<file path="config.mk">
export PLATFORM = sky130hd
export DESIGN_NAME = iir_biquad_mc_flat
export DESIGN_NICKNAME = d
export VERILOG_FILES = /design/src/rtl/iir_biquad_mc_if.sv /design/src/rtl/iir_biquad_mc.sv /design/src/flat_wrapper.sv
export SDC_FILE = /design/constraint.sdc
export NUM_CORES = 1
export LEC_CHECK = 0
export BUFFER_PORTS_ARGS = -buffer_cell sky130_fd_sc_hd__buf_4
export CORE_MARGIN = 4
export CORE_UTILIZATION = 59
export CTS_BUF_LIST = sky130_fd_sc_hd__clkbuf_4 sky130_fd_sc_hd__clkbuf_8
export DETAILED_ROUTE_END_ITERATION = 10
export PLACE_DENSITY = 0.79
export SLEW_MARGIN = 20
export SYNTH_ARGS = -nofsm -noshare
export SYNTH_HDL_FRONTEND = slang
export SYNTH_SLANG_ARGS = --single-unit
</file>
<file path="constraint.sdc">
create_clock -name clk -period 6.8 [get_ports clk]
set_input_delay 1.36 -clock clk [delete_from_list [all_inputs] [get_ports clk]]
set_output_delay 1.36 -clock clk [all_outputs]
set_load 0.05 [all_outputs]
</file>
<file path="src/rtl/iir_biquad_mc_if.sv">
// Handshake bundle for iir_biquad_mc: coefficient load, sample input, filtered output.
// master = upstream/downstream environment, slave = the filter.
interface iir_biquad_mc_if #(
  parameter int DATA_W = 8,
  parameter int COEF_W = 16,
  parameter int CH_W   = 1
);
  logic              start;
  logic              coef_valid;
  logic [COEF_W-1:0] coef_data;
  logic              in_valid;
  logic              in_ready;
  logic [DATA_W-1:0] din;
  logic [CH_W-1:0]   in_ch;
  logic              out_valid;
  logic              out_ready;
  logic [DATA_W-1:0] dout;
  logic [CH_W-1:0]   out_ch;
  logic              done;

  modport master (
    output start, coef_valid, coef_data, in_valid, din, in_ch, out_ready,
    input  in_ready, out_valid, dout, out_ch, done
  );

  modport slave (
    input  start, coef_valid, coef_data, in_valid, din, in_ch, out_ready,
    output in_ready, out_valid, dout, out_ch, done
  );
endinterface

</file>
<file path="src/rtl/iir_biquad_mc.sv">
// Multi-channel time-multiplexed biquad IIR filter, one multiply per cycle.
// y = b0*x + b1*x1 + b2*x2 + a1*y1 + a2*y2, result >>> FRAC_BITS.
// Optional macro IIR_BIQUAD_SAT_EN: saturate the scaled result instead of wrapping.
module iir_biquad_mc #(
  parameter int DATA_W    = 8,
  parameter int COEF_W    = 16,
  parameter int FRAC_BITS = 8,
  parameter int NUM_CH    = 1,
  parameter int FRAME_LEN = 100
) (
  input logic            clk,
  input logic            reset,
  iir_biquad_mc_if.slave bus
);
  localparam int CH_W   = (NUM_CH > 1) ? $clog2(NUM_CH) : 1;
  localparam int SLOTS  = 1 << CH_W;
  localparam int PROD_W = DATA_W + COEF_W;
  localparam int ACC_W  = DATA_W + COEF_W + 3;
  localparam int CNT_W  = $clog2(FRAME_LEN + 1);
  localparam logic [CH_W:0]    NUM_CH_L    = (CH_W + 1)'(NUM_CH);
  localparam logic [CNT_W-1:0] FRAME_LEN_L = CNT_W'(FRAME_LEN);

  typedef enum logic [3:0] {
    StIdle, StLoad, StWaitIn, StMac0, StMac1, StMac2, StMac3, StMac4, StScale, StOut
  } state_e;

  state_e state_q, state_d;

  logic signed [COEF_W-1:0] a1_q, a2_q, b0_q, b1_q, b2_q;
  logic signed [DATA_W-1:0] x1_q [SLOTS];
  logic signed [DATA_W-1:0] x2_q [SLOTS];
  logic signed [DATA_W-1:0] y1_q [SLOTS];
  logic signed [DATA_W-1:0] y2_q [SLOTS];
  logic signed [DATA_W-1:0] x_q;
  logic [CH_W-1:0]          ch_q;
  logic signed [ACC_W-1:0]  acc_q;
  logic signed [DATA_W-1:0] dout_q;
  logic                     done_q;
  logic [CNT_W-1:0]         cnt_q;
  logic [2:0]               idx_q;

  logic                     ch_ok;
  logic                     last_xfer;
  logic signed [COEF_W-1:0] mac_coef;
  logic signed [DATA_W-1:0] mac_data;
  logic signed [PROD_W-1:0] prod;
  logic signed [ACC_W-1:0]  acc_add;
  logic signed [DATA_W-1:0] scaled;

  // Out-of-range channels are swallowed in WAIT_IN without starting a MAC pass
  assign ch_ok     = ({1'b0, bus.in_ch} < NUM_CH_L);
  assign last_xfer = (cnt_q == CNT_W'(1));

  // State register
  always_ff @(posedge clk) begin
    if (reset) state_q <= StIdle;
    else       state_q <= state_d;
  end

  // Next-state logic
  always_comb begin
    state_d = state_q;
    case (state_q)
      StIdle:   if (bus.start) state_d = StLoad;
      StLoad:   if (bus.coef_valid && idx_q == 3'd4) state_d = StWaitIn;
      StWaitIn: if (bus.in_valid && ch_ok) state_d = StMac0;
      StMac0:   state_d = StMac1;
      StMac1:   state_d = StMac2;
      StMac2:   state_d = StMac3;
      StMac3:   state_d = StMac4;
      StMac4:   state_d = StScale;
      StScale:  state_d = StOut;
      StOut:    if (bus.out_ready) state_d = last_xfer ? StIdle : StWaitIn;
      default:  state_d = StIdle;
    endcase
  end

  // Outputs decoded from state and registered datapath values
  always_comb begin
    bus.in_ready  = (state_q == StWaitIn);
    bus.out_valid = (state_q == StOut);
    bus.dout      = dout_q;
    bus.out_ch    = ch_q;
    bus.done      = done_q;
  end

  // Select the coefficient/history pair multiplied in each MAC state
  always_comb begin
    mac_coef = '0;
    mac_data = '0;
    case (state_q)
      StMac0: begin mac_coef = b0_q; mac_data = x_q;        end
      StMac1: begin mac_coef = b1_q; mac_data = x1_q[ch_q]; end
      StMac2: begin mac_coef = b2_q; mac_data = x2_q[ch_q]; end
      StMac3: begin mac_coef = a1_q; mac_data = y1_q[ch_q]; end
      StMac4: begin mac_coef = a2_q; mac_data = y2_q[ch_q]; end
      default: ;
    endcase
  end

  assign prod    = PROD_W'(mac_coef) * PROD_W'(mac_data);
  assign acc_add = ACC_W'(prod);

`ifdef IIR_BIQUAD_SAT_EN
  // Result sign bit plus every accumulator bit above it; all equal means it fits
  logic [ACC_W-FRAC_BITS-DATA_W:0] top_bits;

  // Floor shift, then clamp to the DATA_W signed range
  always_comb begin
    top_bits = acc_q[ACC_W-1:FRAC_BITS+DATA_W-1];
    if (&top_bits || ~|top_bits) scaled = acc_q[FRAC_BITS +: DATA_W];
    else if (acc_q[ACC_W-1])     scaled = {1'b1, {(DATA_W-1){1'b0}}};
    else                         scaled = {1'b0, {(DATA_W-1){1'b1}}};
  end
`else
  // Floor shift and keep the low DATA_W bits (two's-complement wrap)
  assign scaled = acc_q[FRAC_BITS +: DATA_W];
`endif

  // Datapath: coefficient capture, sample latch, accumulation, history update
  always_ff @(posedge clk) begin
    if (reset) begin
      a1_q   <= '0;
      a2_q   <= '0;
      b0_q   <= '0;
      b1_q   <= '0;
      b2_q   <= '0;
      x_q    <= '0;
      ch_q   <= '0;
      acc_q  <= '0;
      dout_q <= '0;
      done_q <= 1'b0;
      cnt_q  <= FRAME_LEN_L;
      idx_q  <= '0;
      for (int i = 0; i < SLOTS; i++) begin
        x1_q[i] <= '0;
        x2_q[i] <= '0;
        y1_q[i] <= '0;
        y2_q[i] <= '0;
      end
    end else begin
      done_q <= 1'b0;
      case (state_q)
        StIdle: begin
          if (bus.start) begin
            cnt_q <= FRAME_LEN_L;
            idx_q <= '0;
            for (int i = 0; i < SLOTS; i++) begin
              x1_q[i] <= '0;
              x2_q[i] <= '0;
              y1_q[i] <= '0;
              y2_q[i] <= '0;
            end
          end
        end
        StLoad: begin
          if (bus.coef_valid) begin
            case (idx_q)
              3'd0:    a1_q <= bus.coef_data;
              3'd1:    a2_q <= bus.coef_data;
              3'd2:    b0_q <= bus.coef_data;
              3'd3:    b1_q <= bus.coef_data;
              default: b2_q <= bus.coef_data;
            endcase
            idx_q <= idx_q + 3'd1;
          end
        end
        StWaitIn: begin
          if (bus.in_valid && ch_ok) begin
            x_q  <= bus.din;
            ch_q <= bus.in_ch;
          end
        end
        StMac0:  acc_q  <= acc_add;
        StMac1,
        StMac2,
        StMac3,
        StMac4:  acc_q  <= acc_q + acc_add;
        StScale: dout_q <= scaled;
        StOut: begin
          if (bus.out_ready) begin
            x2_q[ch_q] <= x1_q[ch_q];
            x1_q[ch_q] <= x_q;
            y2_q[ch_q] <= y1_q[ch_q];
            y1_q[ch_q] <= dout_q;
            cnt_q      <= cnt_q - CNT_W'(1);
            if (last_xfer) done_q <= 1'b1;
          end
        end
        default: ;
      endcase
    end
  end
endmodule

</file>
<file path="src/flat_wrapper.sv">
// flat-port wrapper written by rule: the top's interface ports become plain ports
module iir_biquad_mc_flat 
#(
  parameter int DATA_W    = 8,
  parameter int COEF_W    = 16,
  parameter int FRAC_BITS = 8,
  parameter int NUM_CH    = 1,
  parameter int FRAME_LEN = 100
)
  (clk, reset, bus_start, bus_coef_valid, bus_coef_data, bus_in_valid, bus_din, bus_in_ch, bus_out_ready, bus_in_ready, bus_out_valid, bus_dout, bus_out_ch, bus_done);
  iir_biquad_mc_if #(.DATA_W(DATA_W), .COEF_W(COEF_W)) bus_i ();
  input logic clk;
  input logic reset;
  input wire logic [$bits(bus_i.start)-1:0] bus_start;
  input wire logic [$bits(bus_i.coef_valid)-1:0] bus_coef_valid;
  input wire logic [$bits(bus_i.coef_data)-1:0] bus_coef_data;
  input wire logic [$bits(bus_i.in_valid)-1:0] bus_in_valid;
  input wire logic [$bits(bus_i.din)-1:0] bus_din;
  input wire logic [$bits(bus_i.in_ch)-1:0] bus_in_ch;
  input wire logic [$bits(bus_i.out_ready)-1:0] bus_out_ready;
  output wire logic [$bits(bus_i.in_ready)-1:0] bus_in_ready;
  output wire logic [$bits(bus_i.out_valid)-1:0] bus_out_valid;
  output wire logic [$bits(bus_i.dout)-1:0] bus_dout;
  output wire logic [$bits(bus_i.out_ch)-1:0] bus_out_ch;
  output wire logic [$bits(bus_i.done)-1:0] bus_done;
  assign bus_i.start = bus_start;
  assign bus_i.coef_valid = bus_coef_valid;
  assign bus_i.coef_data = bus_coef_data;
  assign bus_i.in_valid = bus_in_valid;
  assign bus_i.din = bus_din;
  assign bus_i.in_ch = bus_in_ch;
  assign bus_i.out_ready = bus_out_ready;
  assign bus_in_ready = bus_i.in_ready;
  assign bus_out_valid = bus_i.out_valid;
  assign bus_dout = bus_i.dout;
  assign bus_out_ch = bus_i.out_ch;
  assign bus_done = bus_i.done;
  iir_biquad_mc #(.DATA_W(DATA_W), .COEF_W(COEF_W), .FRAC_BITS(FRAC_BITS), .NUM_CH(NUM_CH), .FRAME_LEN(FRAME_LEN)) u_core (.clk(clk), .reset(reset), .bus(bus_i));
endmodule
</file>
# Word-level counts from Yosys, hierarchy flattened
# Memories as Yosys holds them, arrays and structs flattened. A register that Yosys moved wholly into a read port is not among the register bits.
# Index checks and enable logic that the tools add are counted.
op_classes:
  n_mux: 54
  eq_ne: 19
  bitwise: 11
  reduce_logical: 23
  n_mul: 1
  order_cmp: 1
  addsub: 3
op_table:
  columns: ["operator", "n"]
  rows:
  - ["two-way mux 8 bit", 12]
  - ["one-hot mux 16 bit (5 select lines)", 1]
  - ["one-hot mux 27 bit (2 select lines)", 1]
  - ["one-hot mux 4 bit (10 select lines)", 1]
  - ["one-hot mux 8 bit (5 select lines)", 1]
  - ["OR reduction 8 bit", 4]
  - ["adder 27 x 24 -> 27 bit", 1]
  - ["two-way mux 1 bit", 27]
  - ["multiplier 16 x 8 -> 24 bit", 1]
  - ["AND reduction 3 bit", 7]
  - ["equality test 4 x 3 -> 1 bit (second input constant)", 4]
  - ["two-way mux 4 bit", 4]
  - ["two-way mux 7 bit", 2]
  - ["one-hot mux 7 bit (2 select lines)", 1]
  - ["equality test 4 x 2 -> 1 bit (second input constant)", 2]
  - ["equality test 4 bit (second input constant)", 2]
  - ["OR 1 bit", 8]
  - ["OR reduction 4 bit", 2]
  - ["equality test 7 x 1 -> 1 bit (second input constant)", 1]
  - ["subtractor 7 x 1 -> 7 bit (second input constant)", 1]
  - ["equality test 3 x 2 -> 1 bit (second input constant)", 2]
  - ["two-way mux 3 bit", 2]
  - ["inequality test 2 bit (second input constant)", 3]
  - ["one-hot mux 3 bit (2 select lines)", 1]
  - ["15 further kinds", 21]
totals:
  inputBits: 31
  n_memories: 4
  ramBits: 64
  ff_bits: 139
mem_list:
  columns: ["name", "depth", "word_bits", "read_ports", "rd_clocked_by_memory_dff", "wr", "line", "source"]
  rows:
  - ["u_core.x1_q", 2, 8, 1, 1, 2, "iir_biquad_mc.sv:30", "logic signed [DATA_W-1:0] x1_q [SLOTS];"]
  - ["u_core.x2_q", 2, 8, 1, 1, 2, "iir_biquad_mc.sv:31", "logic signed [DATA_W-1:0] x2_q [SLOTS];"]
  - ["u_core.y1_q", 2, 8, 1, 1, 2, "iir_biquad_mc.sv:32", "logic signed [DATA_W-1:0] y1_q [SLOTS];"]
  - ["u_core.y2_q", 2, 8, 1, 1, 2, "iir_biquad_mc.sv:33", "logic signed [DATA_W-1:0] y2_q [SLOTS];"]

# Logic depth before layout (Yosys ltp)
# Gate-level depths: netlist of run 1.
depth:
  ltp_word: 6
  depth_mapped: 34
  mapped_depth_nobuf: 31

# Worst setup path after synthesis of run 1
# Ideal clock, no wire load.
synth_path:
  kind: "register to register"
  from: "reg u_core.state_q[0]"
  to: "reg u_core.acc_q[15]"
  stages_incl_launch_ff: 32
  arrival_time_ns: 7.094
  required_time_ns: 6.669
  period_less_slack_ns: 7.224
  setup_time_ns: 0.131
  setup_slack_ns: -0.424
  path_cell_list: "dfxtp_1 > buf_4 > nor4bb_1 > buf_2 > buf_2 > buf_1 > a22oi_1 > and3_1 > clkbuf_1 > or2_2 > fa_1 > fa_1 > inv_1 > fa_1 > inv_1 > fa_1 > inv_1 > ha_1 > a21oi_1 > o21bai_1 > a21oi_1 > o21bai_1 > a21oi_1 > xnor2_1 > ha_1 > a21o_1 > a21o_1 > a21oi_1 > o21ai_0 > mux2_4 > a22oi_2 > a21oi_2"
synth_via:
  elab_chain_len: 5
  elab_cells_between_ends: 12
  cone_classes: "add/sub (1); mul (1); eq/ne (5); mux (3); reduce/logical (2)"
synth_lines:
  columns: ["item", "line", "source"]
  rows:
  - ["start: declaration", "iir_biquad_mc.sv:27", "state_e state_q, state_d;"]
  - ["start signal: assignment", "iir_biquad_mc.sv:56", "if (reset) state_q <= StIdle;"]
  - ["start signal: assignment", "iir_biquad_mc.sv:57", "else state_q <= state_d;"]
  - ["equality test 4 x 3 -> 1 bit / equality test 4 x 2 -> 1 bit (equally long branches)", "iir_biquad_mc.sv:91, iir_biquad_mc.sv:143", null]
  - ["one-hot mux 16 bit (5 select lines) / one-hot mux 8 bit (5 select lines) (equally long branches)", "iir_biquad_mc.sv:91", "case (state_q)"]
  - ["multiplier 16 x 8 -> 24 bit", "iir_biquad_mc.sv:101", "assign prod = PROD_W'(mac_coef) * PROD_W'(mac_data);"]
  - ["adder 27 x 24 -> 27 bit", "iir_biquad_mc.sv:178", "StMac4: acc_q <= acc_q + acc_add;"]
  - ["one-hot mux 27 bit (2 select lines)", "iir_biquad_mc.sv:143", "case (state_q)"]
  - ["end signal: assignment", "iir_biquad_mc.sv:178", null]
  - ["end: declaration", "iir_biquad_mc.sv:36", "logic signed [ACC_W-1:0] acc_q;"]
# Several ways; a longest one is shown, not always the timed one.
# A chain may end at the register's enable or synchronous reset.

# Worst setup path after layout of run 1
layout_path:
  from: "reg u_core.state_q[3]"
  to: "reg u_core.acc_q[15]"
# Same word-level chain as after synthesis.

==> qor.yml, run 1 <==
outcome: "complete, no violations"
clk_latency_ns: 0.49
synth_cells: 1322
dp_hpwl_um: 21100
cts_buffer_depth: 2
dr.pass1.iters: 5
ys.flop_type: "dfxtp_1"
first_global_vias: 9556
avgSynthCellArea_sq_um: 9.02
initial_utilization_pct: 60.7
grt_pass1_wl_um: 48200
core_area_sq_um: 19700
power_density_nw_per_um2: 168
worstSetupPathType: "flop to flop"
layout_common_cells: "nand2_1, nor2_1, buf_4"
finClkSkew_ns: 0.0271
crit_fanout: 7
finalWeightedCongestion: 0.896
cts-buffers-inserted: 17
setup_ws_ns: 0.141
grt_use_met2_pct: 45.8
fp.dieH_um: 150
final_common_cell: "nand2_1"
min-delay-path-class: "flop to flop"
row_count: 51
arrival_ns: 7.02
nFillCells: 1405
antenna_left: 0
drcViolationCount: 0
die_area_sq_um: 22600
fin_area_sq_um: 14100
nNetsFinal: 1575
clock_sinks: 193
vias: 10100
grt-ovfl-total: 0
clk_pin_slew_ns: 0.11
post-route-util_pct: 71.8
grt_usage_pct: 27.3
busiest_layer: "met2"
fin_crit_ns: 6.66
synth_cell_type_count: 75
synth_edf_count: 64
cpPeakStageDelay_ns: 0.56
endpoint_kind: "flop"
dp_worst_setup_slack_ns: -0.237
crit_path_frequent_cell: "a21oi_2"
placed_area_sq_um: 12900
crit_required_ns: 7.16
htree_num_levels: 4
cap_violations: 0
n_antenna_cell: 0
async_reset_ff_share_pct: 0
relSlewSlack_pct: 33.7
ios: 43
met1_usage_pct: 34.5
vdd_drop_max_v: 0.000183
drv_slew: 0
fin_setup_tns_ns: 0
synthesis.area_sq_um: 11900
cts_tree: "built"
portBuffers: 42
cp-start-kind: "flop"
period_share_pct: 97.9
worst_pin_slew_ns: 0.995
grt_max_degree: 96
drt-total-wl_um: 32400
syn_nets: 1471
post_drt_wl_per_cell_um: 19.0
drtIter0Drc: 931
setup_viol: 0
antenna_found_initial: 0
yosys_warnings: 0
ys_seq_elements: 193
ys_seq_area_share_pct: 37.8
layout-drive-gt1-share_pct: 20.4
area_delta_synth_final_pct: 18.2
met3_usage_pct: 5.24
p_leak_nw: 5.66
hold_violations: 0
cts_root_buf: "clkbuf_8"
crit_path_top_delay_cell: "fa_1"
fmax_mhz: 150
drt-vias-per-instance: 5.93
die_x_um: 150
## cell usage after synthesis, types with 17 or more instances
cell type / n / area, sq um
a21oi_1: 118 / 591
and2_1: 22 / 138
and3_1: 24 / 150
clkbuf_1: 53 / 199
dfxtp_1: 129 / 2580
edfxtp_1: 64 / 1920
fa_1: 62 / 1240
ha_1: 56 / 701
inv_1: 112 / 420
mux2i_1: 38 / 380
nand2_1: 230 / 863
nor2_1: 151 / 567
or2_2: 17 / 106
xnor2_1: 25 / 219
## power breakdown
part           total, mW  switching (mW)  internal, mW
Sequential          1.29          0.0348          1.25
Combinational      0.296           0.183         0.112
Clock              0.781           0.468         0.314
## critical path, delay by kind of cell, from the launching register on
family / cells / cell delay, ns
and+or+nand+nor: 3 / 0.92
AOI/OAI and AO/OA: 13 / 1.82
DFF: 1 / 0.35
adders and majority gates: 6 / 2.37
xor gates and xnor gates: 2 / 0.31
buffers and inverters: 7 / 0.77
## worst paths after layout
check                         start               end  slack (ns)  cells after the start
setup reg to reg  u_core.state_q[3]  u_core.acc_q[15]        0.14                     31
hold / removal      u_core.b2_q[14]   u_core.b2_q[14]        0.46                      2
hold reg to reg     u_core.b2_q[14]   u_core.b2_q[14]        0.46                      2
setup / recovery  u_core.state_q[3]  u_core.acc_q[15]        0.14                     31
## repair_timing
item | in CTS | in global routing
setup endpoints to repair | 2 | 5
pin swaps | 0 | 47
setup buffers | 1 | 38
gates resized for setup | 11 | 87
hold buffers | 0 | 0
cloned | 0 | 3
## cells by family (layout without fill, tap and decap cells)
logic type / after synthesis / count (layout) / share of synthesized area, %
AND/OR/NAND/NOR: 513 / 513 / 19.1
AO/OA/AOI/OAI: 225 / 225 / 12.5
flip-flops: 193 / 193 / 37.8
buffers and inverters: 183 / 300 / 6.27
adder cells (fa/ha/maj): 118 / 118 / 16.3
multiplexers: 51 / 51 / 4.93
XOR/XNOR: 39 / 39 / 3.12
## routing by layer
layer	vias up	routed length (um)
met5	-	0
met1	4813	12300
met2	554	16100
met3	99	2770
met4	0	1270
li1	4647	-
## metrics by stage
step / hold slack [ns] / std cells / total power [mW]
3_5_place_dp: 0.442 / 1631 / 1.57
2_1_floorplan: 0.432 / 1322 / 1.47
5_1_grt: 0.477 / 1704 / 2.45
6_report: 0.459 / 1704 / 2.37
4_1_cts: 0.459 / 1663 / 2.34
3_3_place_gp: 0.438 / 1631 / 1.56
## registers in the layout, summed over array words and instances, names as in the netlist, named ones only
name               count
u_core.x_q             8
u_core.b1_q           16
u_core.y1_q           16
u_core.state_q         4
u_core.bus.out_ch      1
u_core.idx_q           3
u_core.bus.done        1
u_core.y2_q           16
u_core.a1_q           16
u_core.cnt_q           7
u_core.b2_q           16
u_core.x2_q           16
u_core.bus.dout        8
u_core.b0_q           16
u_core.x1_q           16
u_core.acc_q          16
u_core.a2_q           16
## cell type report
cell class,instances,area [sq um],share of cell area (%)
Clock buffer,17,234,1.66
Clock inverter,15,184,1.30
Inverter,112,423,3.00
Multi-Input combinational cell,946,7100,50.3
Sequential cell,193,4520,32.0
Tap cell,265,332,2.35
Timing Repair Buffer,156,1320,9.33
(Power assumes the default switching activity.)
==> run 2: changes to the inputs <==
--- a/config.mk
+++ b/config.mk
@@ -7,10 +7,10 @@
 export LEC_CHECK = 0
 export BUFFER_PORTS_ARGS = -buffer_cell sky130_fd_sc_hd__buf_4
 export CORE_MARGIN = 4
-export CORE_UTILIZATION = 59
+export CORE_UTILIZATION = 65
 export CTS_BUF_LIST = sky130_fd_sc_hd__clkbuf_4 sky130_fd_sc_hd__clkbuf_8
 export DETAILED_ROUTE_END_ITERATION = 10
-export PLACE_DENSITY = 0.79
+export PLACE_DENSITY = 0.83
 export SLEW_MARGIN = 20
 export SYNTH_ARGS = -nofsm -noshare
 export SYNTH_HDL_FRONTEND = slang
==> constraint.sdc (replaced) <==
create_clock -name clk -period 6.2 [get_ports clk]
set_input_delay 1.24 -clock clk [delete_from_list [all_inputs] [get_ports clk]]
set_output_delay 1.24 -clock clk [all_outputs]
set_load 0.05 [all_outputs]
==> qor.yml, run 2 (synthesis gave the netlist of run 1 again) <==
cts_root_buf: "clkbuf_8"
post_drt_wl_per_cell_um: 23.5
antenna_left: 0
dr.pass1.iters: 6
dp_hpwl_um: 22500
nNetsFinal: 1656
fmax_mhz: 140
grt_pass1_wl_um: 59400
worst_pin_slew_ns: 1.12
met1_usage_pct: 44.5
cts_buffer_depth: 2
reg2reg_depth: 29
crit_path_top_delay_cell: "fa_1"
power_density_nw_per_um2: 175
cpPeakStageDelay_ns: 0.56
setup_viol: 7
grt_usage_pct: 36.8
busiest_layer: "met2"
dp_worst_setup_slack_ns: -0.659
htree_num_levels: 4
clock_sinks: 193
fin_hold_ws_ns: 0.461
fp.dieH_um: 143
period_share_pct: 115
row_count: 49
min-delay-path-class: "flop to flop"
core_area_sq_um: 18000
first_global_vias: 11400
drt-total-wl_um: 41200
drtIter0Drc: 1389
endpoint: "u_core.acc_q[15]"
cts_tree: "built"
endpoint_kind: "flop"
vias: 11500
drcViolationCount: 0
clk_latency_ns: 0.51
met3_usage_pct: 8.05
clk_pin_slew_ns: 0.12
cts-buffers-inserted: 17
initial_utilization_pct: 66.2
grt_use_met2_pct: 62.1
die_area_sq_um: 20600
crit_fanout: 11
arrival_ns: 7.51
portBuffers: 42
antenna_found_initial: 0
drv_slew: 0
ios: 43
cp-start-kind: "flop"
p_leak_nw: 6.14
power_mw: 2.63
r2r_end: "u_core.acc_q[15]"
fin_crit_ns: 7.14
rsz0062_at_grt: "yes"
hold_violations: 0
fin_setup_tns_ns: -4.42
crit_required_ns: 6.57
cap_violations: 0
vdd_drop_max_v: 0.000234
final_common_cell: "nand2_1"
drt-vias-per-instance: 6.56
grt-ovfl-total: 0
finClkSkew_ns: 0.0204
outcome: "finished, violations left"
layout_common_cells: "nand2_1, buf_4, nor2_1"
rrSetupSlack_ns: -0.94
cts_hold_buf: 0
relSlewSlack_pct: 24.6
die_x_um: 143
area_delta_synth_final_pct: 25.8
setup_ws_ns: -0.939
layout-drive-gt1-share_pct: 27.4
n_antenna_cell: 0
finalWeightedCongestion: 0.883
violations: "negative setup slack"
worstSetupPathType: "flop to flop"
grt_max_degree: 93
## run 2: changes by cell type in the layout (fill, tap and decap cells not counted), sizes merged
cell and change:
clkbuf -2, bufbuf +1, buf +82, clkinvlp +1
bufinv -1
## run 2: worst min path at each step
stage | from | endpoint | slack [ns] | depth (start not counted)
5_1_grt | u_core.a1_q[13] | u_core.a1_q[13] | 0.48 | 2
3_3_place_gp | u_core.b2_q[14] | u_core.b2_q[14] | 0.44 | 2
3_5_place_dp | u_core.b2_q[14] | u_core.b2_q[14] | 0.45 | 2
2_1_floorplan | u_core.b2_q[14] | u_core.b2_q[14] | 0.43 | 2
6_report | u_core.a1_q[5] | u_core.a1_q[5] | 0.46 | 2
4_1_cts | u_core.b2_q[14] | u_core.b2_q[14] | 0.46 | 2
## run 2: per-stage QoR
step	util, %	std cells	cell area (sq um)
6_report	83.3	1749	15000
5_1_grt	83.3	1749	15000
4_1_cts	81.0	1732	14600
3_5_place_dp	75.0	1662	13500
3_3_place_gp	75.0	1662	13500
2_1_floorplan	-	1322	12200
## run 2: worst max-delay path: cells and delay by family (launching register included)
family	cells	cell delay [ns]
DFF	1	0.42
adders and majority gates	6	2.38
buffers and inverters	8	0.95
muxes	2	0.74
AOI/OAI and AO/OA	9	1.72
and+or+nand+nor	4	0.78
## run 2: routing by layer
metal	up-vias	wire, um
li1	4807	-
met1	5358	13700
met2	960	19500
met4	0	3510
met5	-	0
met3	341	4470
## run 2: cell type report
cell class	count	area [sq um]
Multi-Input combinational cell	946	7400
Clock buffer	17	234
Tap cell	229	287
Sequential cell	193	4520
Inverter	112	423
Fill cell	963	3020
Timing Repair Buffer	237	2000
Clock inverter	15	145
## run 2: timing repair
action / 4_1_cts / 5_1_grt
setup endpoints to repair: 7 / 7
hold endpoints to repair: 0 / 0
gates cloned: 1 / 0
pin swaps: 73 / 49
buffers inserted: 38 / 19
gates resized for setup: 89 / 52
## run 2: power breakdown
group          leakage (nW)  internal [mW]  switching (mW)
Clock                 0.187          0.296           0.532
Combinational          4.21          0.157           0.227
Sequential             1.74           1.38          0.0447
